## src/rtl/mem_access_ctrl_if.sv

```systemverilog
// rtl/mem_access_ctrl_if.sv - request, data_memory and response signals of mem_access_ctrl
interface mem_access_ctrl_if #(
    parameter int ADDR_W = 32,
    parameter int DATA_W = 32,
    parameter int RD_W   = 5
);
    logic              req_valid;
    logic              req_ready;
    logic              req_is_store;
    logic [ADDR_W-1:0] req_addr;
    logic [DATA_W-1:0] req_wdata;
    logic [RD_W-1:0]   req_rd;
    logic [ADDR_W-1:0] mem_address;
    logic              mem_read_en;
    logic              mem_write_en;
    logic [DATA_W-1:0] mem_write_data;
    logic [DATA_W-1:0] mem_data_in;
    logic              resp_valid;
    logic              resp_ready;
    logic [DATA_W-1:0] resp_data;
    logic [RD_W-1:0]   resp_rd;
    logic              misalign_err;
    logic              busy;

    modport slave (
        input  req_valid, req_is_store, req_addr, req_wdata, req_rd, mem_data_in, resp_ready,
        output req_ready, mem_address, mem_read_en, mem_write_en, mem_write_data,
               resp_valid, resp_data, resp_rd, misalign_err, busy
    );

    modport master (
        output req_valid, req_is_store, req_addr, req_wdata, req_rd, mem_data_in, resp_ready,
        input  req_ready, mem_address, mem_read_en, mem_write_en, mem_write_data,
               resp_valid, resp_data, resp_rd, misalign_err, busy
    );
endinterface

```

## src/rtl/mem_access_ctrl.sv

```systemverilog
// rtl/mem_access_ctrl.sv - load/store access controller in front of data_memory
module mem_access_ctrl #(
    parameter int ADDR_W   = 32,
    parameter int DATA_W   = 32,
    parameter int READ_LAT = 1,
    parameter int RD_W     = 5
) (
    input  logic            clk,
    input  logic            rst,
    mem_access_ctrl_if.slave bus
);
    typedef enum logic [1:0] {IDLE, WRITE, READ, RESP} state_t;

    localparam int CNT_W = (READ_LAT < 1) ? 1 : $clog2(READ_LAT + 1);
    localparam logic [CNT_W-1:0] CNT_LAST = CNT_W'(READ_LAT);

    state_t            state;
    logic [CNT_W-1:0]  cnt;
    logic [ADDR_W-1:0] addr_q;
    logic [DATA_W-1:0] wdata_q;
    logic [RD_W-1:0]   rd_q;
    logic [DATA_W-1:0] resp_data_q;
    logic [RD_W-1:0]   resp_rd_q;
    logic              misalign_q;

    // Enables come straight from the registered state so they fall with an async reset.
    assign bus.req_ready      = (state == IDLE);
    assign bus.busy           = (state != IDLE);
    assign bus.mem_read_en    = (state == READ);
    assign bus.mem_write_en   = (state == WRITE);
    assign bus.resp_valid     = (state == RESP);
    assign bus.mem_address    = addr_q;
    assign bus.mem_write_data = wdata_q;
    assign bus.resp_data      = resp_data_q;
    assign bus.resp_rd        = resp_rd_q;
    assign bus.misalign_err   = misalign_q;

    always_ff @(posedge clk or posedge rst) begin
        if (rst) begin
            state       <= IDLE;
            cnt         <= '0;
            addr_q      <= '0;
            wdata_q     <= '0;
            rd_q        <= '0;
            resp_data_q <= '0;
            resp_rd_q   <= '0;
            misalign_q  <= 1'b0;
        end else begin
            misalign_q <= 1'b0;
            case (state)
                IDLE: begin
                    if (bus.req_valid) begin
                        // Misaligned requests are dropped without touching the memory.
                        if (bus.req_addr[1:0] != 2'b00) begin
                            misalign_q <= 1'b1;
                        end else begin
                            addr_q  <= bus.req_addr;
                            wdata_q <= bus.req_wdata;
                            rd_q    <= bus.req_rd;
                            cnt     <= '0;
                            state   <= bus.req_is_store ? WRITE : READ;
                        end
                    end
                end
                WRITE: state <= IDLE;
                READ: begin
                    if (cnt == CNT_LAST) begin
                        resp_data_q <= bus.mem_data_in;
                        resp_rd_q   <= rd_q;
                        state       <= RESP;
                    end else begin
                        cnt <= cnt + 1'b1;
                    end
                end
                RESP: begin
                    if (bus.resp_ready) begin
                        state <= IDLE;
                    end
                end
                default: state <= IDLE;
            endcase
        end
    end
endmodule

```

## src/flat_wrapper.sv

```systemverilog
// flat-port wrapper written by rule: the top's interface ports become plain ports
module mem_access_ctrl_flat 
#(
    parameter int ADDR_W   = 32,
    parameter int DATA_W   = 32,
    parameter int READ_LAT = 1,
    parameter int RD_W     = 5
)
  (clk, rst, bus_req_valid, bus_req_is_store, bus_req_addr, bus_req_wdata, bus_req_rd, bus_mem_data_in, bus_resp_ready, bus_req_ready, bus_mem_address, bus_mem_read_en, bus_mem_write_en, bus_mem_write_data, bus_resp_valid, bus_resp_data, bus_resp_rd, bus_misalign_err, bus_busy);
  mem_access_ctrl_if #(.ADDR_W(ADDR_W), .DATA_W(DATA_W), .RD_W(RD_W)) bus_i ();
  input  logic clk;
  input  logic rst;
  input wire logic [$bits(bus_i.req_valid)-1:0] bus_req_valid;
  input wire logic [$bits(bus_i.req_is_store)-1:0] bus_req_is_store;
  input wire logic [$bits(bus_i.req_addr)-1:0] bus_req_addr;
  input wire logic [$bits(bus_i.req_wdata)-1:0] bus_req_wdata;
  input wire logic [$bits(bus_i.req_rd)-1:0] bus_req_rd;
  input wire logic [$bits(bus_i.mem_data_in)-1:0] bus_mem_data_in;
  input wire logic [$bits(bus_i.resp_ready)-1:0] bus_resp_ready;
  output wire logic [$bits(bus_i.req_ready)-1:0] bus_req_ready;
  output wire logic [$bits(bus_i.mem_address)-1:0] bus_mem_address;
  output wire logic [$bits(bus_i.mem_read_en)-1:0] bus_mem_read_en;
  output wire logic [$bits(bus_i.mem_write_en)-1:0] bus_mem_write_en;
  output wire logic [$bits(bus_i.mem_write_data)-1:0] bus_mem_write_data;
  output wire logic [$bits(bus_i.resp_valid)-1:0] bus_resp_valid;
  output wire logic [$bits(bus_i.resp_data)-1:0] bus_resp_data;
  output wire logic [$bits(bus_i.resp_rd)-1:0] bus_resp_rd;
  output wire logic [$bits(bus_i.misalign_err)-1:0] bus_misalign_err;
  output wire logic [$bits(bus_i.busy)-1:0] bus_busy;
  assign bus_i.req_valid = bus_req_valid;
  assign bus_i.req_is_store = bus_req_is_store;
  assign bus_i.req_addr = bus_req_addr;
  assign bus_i.req_wdata = bus_req_wdata;
  assign bus_i.req_rd = bus_req_rd;
  assign bus_i.mem_data_in = bus_mem_data_in;
  assign bus_i.resp_ready = bus_resp_ready;
  assign bus_req_ready = bus_i.req_ready;
  assign bus_mem_address = bus_i.mem_address;
  assign bus_mem_read_en = bus_i.mem_read_en;
  assign bus_mem_write_en = bus_i.mem_write_en;
  assign bus_mem_write_data = bus_i.mem_write_data;
  assign bus_resp_valid = bus_i.resp_valid;
  assign bus_resp_data = bus_i.resp_data;
  assign bus_resp_rd = bus_i.resp_rd;
  assign bus_misalign_err = bus_i.misalign_err;
  assign bus_busy = bus_i.busy;
  mem_access_ctrl #(.ADDR_W(ADDR_W), .DATA_W(DATA_W), .READ_LAT(READ_LAT), .RD_W(RD_W)) u_core (.clk(clk), .rst(rst), .bus(bus_i));
endmodule
```

## config.mk

```make
export PLATFORM = sky130hd
export DESIGN_NAME = mem_access_ctrl_flat
export DESIGN_NICKNAME = d
export VERILOG_FILES = /design/src/rtl/mem_access_ctrl_if.sv /design/src/rtl/mem_access_ctrl.sv /design/src/flat_wrapper.sv
export SDC_FILE = /design/constraint.sdc
export NUM_CORES = 1
export LEC_CHECK = 0
export CORE_ASPECT_RATIO = 1.5
export CORE_UTILIZATION = 44
export CTS_CLUSTER_SIZE = 12
export DETAILED_ROUTE_END_ITERATION = 12
export PLACE_DENSITY = 0.86
export SYNTH_ARGS = -nofsm -noshare
export SYNTH_HDL_FRONTEND = slang
export SYNTH_SLANG_ARGS = --single-unit
```

## constraint.sdc

```tcl
create_clock -name clk -period 5.42 [get_ports clk]
set_clock_uncertainty 0.1 [all_clocks]
set_input_delay 0.542 -clock clk [delete_from_list [all_inputs] [get_ports clk]]
set_output_delay 0.542 -clock clk [all_outputs]
set_load 0.01 [all_outputs]
```

# Yosys cells after proc, flatten, opt, wreduce, memory -nomap -nowiden
# Index checks and enable logic that the tools add are counted.
# totals
reg_bits,110
latchBits,0
ram_bits,0
mem_bits_ro,0
input_bits,106
output_inout_bits,107
wordCells,38
mem_count,0
# op_classes
n_addsub,1
n_mul,0
div_mod_pow,0
n_lt_le_gt_ge,0
eq_ne,7
n_shift,0
n_mux,13
n_bitwise,1
reduce_logical,8
# ops
operator,count
$mux W2,5
$pmux W2 S4,1
$mux W1,6
$ne A2 B2 Y1 const B,3
$reduce_and A3 Y1,2
$reduce_bool A2 Y1,3
$eq A2 B2 Y1 const B,2
$reduce_and A4 Y1,1
$eq A2 B1 Y1 const B,1
$logic_not A2 Y1,1
$ne A2 B1 Y1 const B,1
$pmux W1 S2,1
$reduce_and A2 Y1,1
$add A1 B1 Y1 const B,1
$not A1 Y1,1

# Logic depth before layout (Yosys ltp)
# depth
depth_word,4
mapped_depth,5
mapped_depth_nobuf,3

# Least setup slack after synthesis
# Ideal clock, no wire load.
# synth_timing
path_type,input to register
startpoint,input port bus_req_addr[1]
endpoint,register u_core.addr_q[17] (netlist: u_core.bus.mem_address[17])
setup_time_ns,0.125
t_arrival_ns,1.730
t_required_ns,5.195
setup_slack_ns,3.465
stages,5
n_path_buf,2
path_cell_list,or3b_4 -> or2_1 -> buf_6 -> buf_6 -> mux2_4
# synth_via
elab_chain_len,3
# synth_rtl
item,line_no,text
from (decl),flat_wrapper.sv:15,input wire logic [$bits(bus_i.req_addr)-1:0] bus_req_addr;
$reduce_bool A2 Y1,mem_access_ctrl.sv:54,if (bus.req_addr[1:0] != 2'b00) begin
$not A1 Y1 (no source line),n/a,
$reduce_and A3 Y1 (no source line),n/a,
to (signal assigned),mem_access_ctrl.sv:57,addr_q <= bus.req_addr;
to (decl),mem_access_ctrl.sv:19,logic [ADDR_W-1:0] addr_q;
# Every way passes these cells.
# A chain may end at the register's enable or synchronous reset.

# Final worst setup path
# layout_timing
startpoint,input port bus_req_valid
endpoint,register u_core.addr_q[23] (netlist: u_core.bus.mem_address[23])
# layout_via
elab_chain_len,1
# layout_rtl
item,line_no,text
from (decl),flat_wrapper.sv:13,input wire logic [$bits(bus_i.req_valid)-1:0] bus_req_valid;
$reduce_and A3 Y1 (no source line),n/a,
# Every way passes these cells.

==> metrics.txt <==
status finished, violations left; failing checks DRC; setup bufs post-CTS 0; Reg-to-Reg Start u_core.state[0]$_DFFE_PP0P_; Setup-failing EPs final 0; Worst Max-Slew Pin Slew 0.890 ns; Total Die Area 0.0105 mm2; Worst Hold Class register to register; layout cell share with drive strength beyond 1 0.267; critical path endpoint u_core.bus.mem_address[23]$_DFFE_PP0P_; vias 2795; DP HPWL 7620 um; Routed Antenna Nets 0; maximum capacitance violations 0; R2R Path End u_core.bus.mem_address[23]$_DFFE_PP0P_; CP Buf/Inv Count 2; Worst Path Max Fanout 37; Post-Syn Instances 246; Avg Vias per Cell 4.83; Crit Path Category input pin to register; crit path launch bus_req_valid; # H-tree levels 3; leading area contributor after synthesis dfrtp_1; Ys Warns 0; Cell Chain, Critical Path clkdlybuf4s50_1 > or3b_4 > or2_4 > buf_4 > mux2_4; CP Launch Type input pin; pin count of the biggest net entering global routing 63; Area contributors post-synth dfrtp_1, mux2_4, mux2_2; core area 0.00974 mm2; wire per inst 17.7 um; row count 44; Net Count, Synth 352; clock latency on the worst-skew pair 0.34 ns; I/O Buffers 212; RSZ-0062 raised after global routing no; Top delay family on crit path buffers and inverters; Layout Nets 566; worst vdd ir 0.281 mV; fill count 676; Mapped Area 0.00445 mm2; Tmin final 2.68 ns; Initial Util 0.456; Pwr per Cell Area 579 mW/mm2; CP Data Arrival Time 2.80 ns; post-synthesis register bit count 110; post-cts hold buffer count 0; critical path data required time 5.55 ns; Initial DRC Count 96; Post-CTS Resized 0; r2r setup slk 2.96 ns; Tot Pwr 3990 uW; Hold Vio Cnt, Final 0; TritonCTS Sinks 110; DRC violations left 26; Antenna Cells 0; clk slew on worst S/H paths 0.07 ns; slowest CP cell buf_4; post-synth top area share 0.619; most frequent cells in the layout clkdlybuf4s50_1, dfrtp_1, mux2_4, mux2_2, clkbuf_16; CTS tree built; final setup TNS 0 ns; Die Wd 84.1 um; CTS Buf Count 9; Final period util 0.494; commonest non-fill, non-tap cell in the layout clkdlybuf4s50_1; first drt pass iteration count 7; hold path depth 1; area of the multi-input gates 0.00153 mm2; Final Max Slew Viols 0; Routed Wire Length 10200 um; Syn Area/Cell 18.1 um2; Seq/Total Area, Yosys 0.619; total global routing overflow 0; critical path depth 5; relative slew slack 0.405; Max Freq 0.374 GHz; top-level I/O count 213; Reg2Reg Depth 4; first-pass GRT wire length 16000 um; Tot GR Track Use 0.200; GP Congestion 0.746; Static Leakage 0.00314 uW; vias in the first global route 3092; clk buf depth 2; register area 0.00275 mm2; CTS Root Cell clkbuf_16; Synth cell types 17; CP peak stage delay 0.62 ns; initial antenna violation count 0; Layout area overhead 54.7%; Die Y-Extent 125 um; crit path capture type register
final cells by class:
cell class / count / share of cell area
multi-input combinational: 122 / 0.223
clock buffer: 12 / 0.0373
timing repair buffer: 214 / 0.311
tap: 115 / 0.0209
sequential: 110 / 0.400
clock inverter: 3 / 0.00637
inverter: 3 / 0.00200
registers in the layout (all words and copies together), names as in the netlist:
register / flops
u_core.bus.mem_address: 32
u_core.bus.mem_write_data: 32
u_core.bus.resp_data: 32
u_core.bus.resp_rd: 5
u_core.rd_q: 5
u_core.state: 2
u_core.bus.misalign_err: 1
u_core.cnt: 1
stage by stage:
step                hold WS (ns)  cell area, um2  setup WS [ns]  std cells   util
floorplan                  0.377            4450           1.88        246      -
global placement           0.385            6580           2.44        564  0.675
detailed placement         0.391            6580           2.38        564  0.675
CTS                        0.406            6880           2.74        579  0.706
global route               0.420            6880           2.64        579  0.706
finish                     0.403            6880           2.74        579  0.706
kinds of logic after synthesis:
logic type             after synthesis  synth area share
DFF                                110             0.619
muxes                              104             0.320
and+or+nand+nor                     14            0.0180
buffers and inverters               14            0.0380
AOI/OAI and AO/OA                    4           0.00535
routing by layer:
layer  up-vias  track usage  wire length (um)
met5         -            0                 0
met4         0       0.0822               297
met3        18       0.0653               687
met2       116        0.358              5540
met1      1386        0.216              3720
li1       1275            -                 -
report_power, final:
part | leakage (uW) | switching [uW] | internal (uW) | total [uW]
clock network | 0.000149 | 279 | 381 | 661
registers | 0.00131 | 233 | 1230 | 1460
logic | 0.00168 | 617 | 1240 | 1860
synthesized netlist by cell type:
cell type,instances
o31ai_1,1
o21ai_0,2
buf_2,3
or2_1,2
nand2b_1,1
dfrtp_1,110
mux2_4,67
mux2_2,37
nor2_1,2
buf_6,2
buf_12,6
and2_1,3
o22ai_1,1
nor2b_1,2
nand2_1,3
inv_1,3
or3b_4,1
worst min path at each step:
stage	startpoint	end	slack, ns
after floorplan	u_core.rd_q[0]$_DFFE_PP0P_	u_core.rd_q[0]$_DFFE_PP0P_	0.38
after global placement	u_core.bus.resp_data[3]$_DFFE_PP0P_	u_core.bus.resp_data[3]$_DFFE_PP0P_	0.39
after detailed placement	u_core.bus.mem_address[27]$_DFFE_PP0P_	u_core.bus.mem_address[27]$_DFFE_PP0P_	0.39
after CTS	u_core.bus.resp_rd[0]$_DFFE_PP0P_	u_core.bus.resp_rd[0]$_DFFE_PP0P_	0.41
after global routing	u_core.bus.resp_rd[0]$_DFFE_PP0P_	u_core.bus.resp_rd[0]$_DFFE_PP0P_	0.42
final	u_core.bus.resp_rd[0]$_DFFE_PP0P_	u_core.bus.resp_rd[0]$_DFFE_PP0P_	0.40
Power figures use the tool's default switching activity.
